File: src/rtl/uart_tx_feeder.sv
// Byte FIFO feeding an 8-bit UART transmitter through a start/busy handshake.
// The transmitter's busy flag comes from the baud clock domain and is synchronised before any decision uses it.
module uart_tx_feeder #(
    parameter int DEPTH   = 16,
    parameter int TIMEOUT = 1024
) (
    input  logic                   clk,
    input  logic                   rst_n,
    input  logic                   wr_en,
    input  logic [7:0]             wr_data,
    input  logic                   enable,
    input  logic                   flush,
    input  logic                   clear_err,
    output logic                   full,
    output logic                   empty,
    output logic [$clog2(DEPTH):0] count,
    output logic                   tx_start,
    output logic [7:0]             tx_data,
    output logic                   tx_en,
    input  logic                   tx_busy,
    output logic                   sent,
    output logic                   overflow,
    output logic                   tx_err
);
    localparam int AW = $clog2(DEPTH);
    localparam int TW = $clog2(TIMEOUT);

    typedef enum logic [1:0] {IDLE, REQ, ACTIVE} state_t;

    state_t        state_q, state_d;
    logic [TW-1:0] timer_q, timer_d;
    logic [AW-1:0] wr_ptr_q, wr_ptr_d;
    logic [AW-1:0] rd_ptr_q, rd_ptr_d;
    logic [AW:0]   count_q, count_d;
    logic [7:0]    mem_q [DEPTH];
    logic [7:0]    tx_data_q;
    logic          tx_start_q, tx_start_d;
    logic          sent_q, sent_d;
    logic          overflow_q, overflow_d;
    logic          tx_err_q, tx_err_d;
    logic          tx_en_q;
    logic          busy_meta_q, busy_s_q;
    logic          full_w, empty_w, push, pop, timeout_hit;

    assign full_w  = (count_q == (AW+1)'(DEPTH));
    assign empty_w = (count_q == '0);
    // A full FIFO refuses the write even if the same cycle pops, and flush beats both.
    assign push    = wr_en & ~full_w & ~flush;

    always_comb begin
        state_d     = state_q;
        timer_d     = timer_q;
        tx_start_d  = tx_start_q;
        sent_d      = 1'b0;
        pop         = 1'b0;
        timeout_hit = 1'b0;
        case (state_q)
            IDLE: begin
                if (enable && !empty_w && !flush) begin
                    pop        = 1'b1;
                    tx_start_d = 1'b1;
                    timer_d    = '0;
                    state_d    = REQ;
                end
            end
            REQ: begin
                timer_d = timer_q + TW'(1);
                if (busy_s_q) begin
                    tx_start_d = 1'b0;
                    state_d    = ACTIVE;
                end else if (timer_q == TW'(TIMEOUT - 1)) begin
                    tx_start_d  = 1'b0;
                    timeout_hit = 1'b1;
                    state_d     = IDLE;
                end
            end
            ACTIVE: begin
                if (!busy_s_q) begin
                    sent_d  = 1'b1;
                    state_d = IDLE;
                end
            end
            default: state_d = IDLE;
        endcase
    end

    always_comb begin
        wr_ptr_d = wr_ptr_q;
        rd_ptr_d = rd_ptr_q;
        count_d  = count_q;
        if (flush) begin
            wr_ptr_d = '0;
            rd_ptr_d = '0;
            count_d  = '0;
        end else begin
            if (push) wr_ptr_d = wr_ptr_q + AW'(1);
            if (pop)  rd_ptr_d = rd_ptr_q + AW'(1);
            count_d = count_q + (AW+1)'(push) - (AW+1)'(pop);
        end
        // Setting a sticky flag takes priority over clearing it.
        overflow_d = (wr_en & full_w) | (overflow_q & ~clear_err);
        tx_err_d   = timeout_hit | (tx_err_q & ~clear_err);
    end

    always_ff @(posedge clk) begin
        if (push) mem_q[wr_ptr_q] <= wr_data;
    end

    always_ff @(posedge clk or negedge rst_n) begin
        if (!rst_n) begin
            state_q     <= IDLE;
            timer_q     <= '0;
            wr_ptr_q    <= '0;
            rd_ptr_q    <= '0;
            count_q     <= '0;
            tx_data_q   <= '0;
            tx_start_q  <= 1'b0;
            sent_q      <= 1'b0;
            overflow_q  <= 1'b0;
            tx_err_q    <= 1'b0;
            tx_en_q     <= 1'b0;
            busy_meta_q <= 1'b0;
            busy_s_q    <= 1'b0;
        end else begin
            state_q     <= state_d;
            timer_q     <= timer_d;
            wr_ptr_q    <= wr_ptr_d;
            rd_ptr_q    <= rd_ptr_d;
            count_q     <= count_d;
            tx_start_q  <= tx_start_d;
            sent_q      <= sent_d;
            overflow_q  <= overflow_d;
            tx_err_q    <= tx_err_d;
            tx_en_q     <= enable;
            busy_meta_q <= tx_busy;
            busy_s_q    <= busy_meta_q;
            if (pop) tx_data_q <= mem_q[rd_ptr_q];
        end
    end

    assign full     = full_w;
    assign empty    = empty_w;
    assign count    = count_q;
    assign tx_start = tx_start_q;
    assign tx_data  = tx_data_q;
    assign tx_en    = tx_en_q;
    assign sent     = sent_q;
    assign overflow = overflow_q;
    assign tx_err   = tx_err_q;
endmodule

File: config.mk
export PLATFORM = sky130hd
export DESIGN_NAME = uart_tx_feeder
export DESIGN_NICKNAME = d
export VERILOG_FILES = /design/src/rtl/uart_tx_feeder.sv
export SDC_FILE = /design/constraint.sdc
export NUM_CORES = 1
export LEC_CHECK = 0
export ABC_AREA = 0
export BUFFER_PORTS_ARGS = -buffer_cell sky130_fd_sc_hd__buf_2
export CAP_MARGIN = 20
export CORE_MARGIN = 2
export CORE_UTILIZATION = 30
export CTS_BUF_LIST = sky130_fd_sc_hd__clkbuf_8
export DETAILED_ROUTE_END_ITERATION = 8
export PLACE_DENSITY_LB_ADDON = 0.15
export SYNTH_ARGS = -nofsm -noshare
export SYNTH_HDL_FRONTEND = slang
export SYNTH_SLANG_ARGS = --single-unit
File: constraint.sdc
create_clock -name clk -period 4.9 [get_ports clk]
set_clock_uncertainty 0.05 [all_clocks]
set_input_delay 0.735 -clock clk [delete_from_list [all_inputs] [get_ports clk]]
set_output_delay 0.735 -clock clk [all_outputs]
set_load 0.02 [all_outputs]
==> results by group <==
Critical path
  • Worst path buffer plus inverter count: 4
  • Crit Path Max Fanout: 20
  • WP data arrival: between 3000 and 4000 ps
  • Max stage delay on crit path: 520 ps
  • Worst-path cell chain: inv_1 > ha_1 > or4b_4 > nand2_1 > inv_2 > ha_1 > inv_1 > ha_1 > inv_1 > fa_1 > nor2b_1 > o21bai_1 > a21oi_1 > nor3b_1
  • Worst setup EP type: flop
  • Crit start category: flop
  • CP required: ~5200 ps
  • Slowest stage cell, crit path: nand2_1
  • Critical path's top delay family: simple AND/OR/NAND/NOR gates
  • Critical path class: flop to flop

Global route
  • First-pass GRT wire length: around 22 mm
  • Initial antenna violation count: 1
  • Vias in the first global route: about 3800
  • Gr usage total: 0.126
  • Largest net degree at the start of global routing: approximately 40
  • GRT overflow: 0

Layout
  • Net count, final: around 470
  • Area Overhead vs Synth: 12.5%
  • Share of cells above drive strength 1: 0.170

STA
  • RSZ-0062 raised after global routing: false
  • Worst Max-Slew Pin Slew: roughly 990 ps
  • Period utilization: 0.709
  • Rel. slew slack: 0.340
  • Setup violators final: 0
  • Fin crit period: around 3500 ps
  • Slew Limit Fails: 0
  • FMAX: roughly 0.29 GHz
  • Min Hold Slack: 315 ps
  • Sum of negative setup slack: 0 ps
  • Final hold vios: 0

Die
  • Core area: about 23000 sq um
  • Die area: approximately 25000 sq um
  • # IOs: 35
  • Initial Util: 0.307
  • Die W: between 150 and 200 microns
  • Die height: ~160 microns
  • Row Count: 55

CTS
  • Clock Latency Late Sink: 480 ps
  • TritonCTS clock tree: done
  • Hold_buf cts: 0
  • Clock Tree Buf Depth: 2
  • Total CTS buffers: 17
  • Post-CTS resize count: 0
  • H-Tree Level Count: 4
  • Worst-path clk slew: approximately 100 ps
  • Clk root buf: clkbuf_8
  • CTS Sinks: 168
  • Setup bufs post-CTS: 0

Power and ir drop
  • Switching share of power: 0.334
  • Leakage: approximately 2.8 nW
  • Flop pwr share: 0.484
  • Clk network pwr share: 0.266
  • IR drop worst, VDD: 0.192 mV
  • Gate power share: 0.250
  • PD cells: ~470 nW/um^2
  • Switching power: around 1.2 mW
  • Internal power: approximately 2.4 mW

Synthesis
  • #FFs+latches synth: between 150 and 200
  • Synthesized area: roughly 7000 sq um
  • Warnings from Yosys: 0
  • Post-synth ARST share: 0.238
  • Ys flop type: edfxtp_1
  • Largest area contributor in the netlist: edfxtp_1
  • Post-synth EDFFs: between 100 and 150
  • Synthesized instance count: around 400
  • Post-synthesis sequential area ratio: 0.693
  • Net count after synthesis: 432
  • Top cells by area, synth: edfxtp_1 (55%), dfrtp_1 (14%), mux4_1 (12%), ha_1 (2.1%), nor2_1 (1.3%)
  • Most common cell in the netlist: edfxtp_1
  • Mean post-synth cell area: about 17 sq um
  • Top cell type's share of synthesized area: 0.550
  • Netlist cell types: 46
  • Top post-synthesis cells by count: edfxtp_1 (128), dfrtp_1 (40), mux4_1 (32), nor2_1 (25)

Drt
  • DRT antenna net count: 0
  • Via count: roughly 3600
  • DRT Wirelength: 14.7 mm
  • Wire length per cell: around 19 microns
  • Via density: between 4 and 5
  • DRC: 0
  • Iter 0 DRT Violations: ~180
  • Initial DRT Pass Iterations: 4

Place
  • Port bufs: 34
  • GP Congestion: 0.699
  • Post-DP HPWL: roughly 9.1 mm

Run
  • Max Cap Violations: 0

Min path
  • Min-delay worst type: flop to flop

Run status
  • Outcome: complete, no violations
-- placed cells by master (no fill, tap or decap), types with 8 or more instances in the layout --
| cell type | n |
|---|---|
| buf_2 | 34 |
| o21ai_0 | 14 |
| inv_1 | 16 |
| o22ai_1 | 9 |
| a211oi_1 | 8 |
| edfxtp_1 | 128 |
| nand3_1 | 8 |
| clkbuf_8 | 17 |
| mux2i_1 | 8 |
| nand2_1 | 16 |
| a21o_1 | 9 |
| ha_1 | 12 |
| nor2_1 | 25 |
| dfrtp_1 | 38 |
| mux4_1 | 32 |
-- cells by family after synthesis --
group	count (synthesis)	share of synthesized area
compound gates	53	0.0507
buf+inv	36	0.0268
mux	40	0.132
flops	168	0.693
xor+xnor	9	0.0113
fa+ha+maj	13	0.0243
simple gates	85	0.0621
-- stage by stage --
stage	setup slack (ps)	instances	util	cell area (sq um)	total power, mW
floorplan	1900	404	-	6990	2.47
global placement	1190	732	0.327	7450	2.72
detailed placement	1060	732	0.327	7450	2.73
CTS	1370	764	0.344	7850	3.71
global route	1140	765	0.345	7870	3.88
finish	1420	766	0.345	7870	3.67
-- layout make-up --
type / instances / area [sq um]
clock inverter: 15 / 160
fill: 2196 / 14900
antenna: 1 / 2.50
multi-input combinational: 200 / 1980
inverter: 17 / 63.8
tap: 313 / 392
timing repair buffer: 35 / 190
clock buffer: 17 / 234
sequential: 168 / 4850
-- state kept, by name, indices dropped and copies added (netlist names), 2 cells and up --
name	count
count	5
mem_q	128
rd_ptr_q	4
state_q	2
timer_q	10
tx_data	8
wr_ptr_q	4
-- worst reg2reg max path, cell delays in order (launching register included) --
cell and delay [ps]:
dfrtp_1 410, inv_1 90, ha_1 160, or4b_4 510, nand2_1 520, inv_2 160
ha_1 330, inv_1 50, ha_1 150, inv_1 60, fa_1 380, nor2b_1 160
o21bai_1 100, a21oi_1 160, nor3b_1 70
-- worst paths after layout --
kind                              from  depth (start not counted)  slack, ps     endpoint
max                           count[2]                         14       1420     count[4]
min                        busy_meta_q                          0        320     busy_s_q
max reg2reg                   count[2]                         14       1420     count[4]
min reg2reg                busy_meta_q                          0        320     busy_s_q
max in group asynchronous        rst_n                          1       3830  rd_ptr_q[0]
min in group asynchronous        rst_n                          1        340     count[4]
-- layer usage --
layer | vias up | wire length (microns) | global-route usage
met4 | 0 | 130 | 0.0301
li1 | 1658 | - | -
met2 | 51 | 7430 | 0.218
met5 | - | 0 | 0
met3 | 12 | 512 | 0.0402
met1 | 1903 | 6580 | 0.155
-- power by group through the flow --
stage	Clock, mW	Sequential (mW)	Combinational, mW
floorplan	0	1.80	0.665
global placement	0	1.86	0.854
detailed placement	0	1.87	0.864
CTS	1.00	1.83	0.867
finish	0.975	1.78	0.918
global route	1.06	1.80	1.02
No activity file was read; power rests on OpenSTA's default activity.
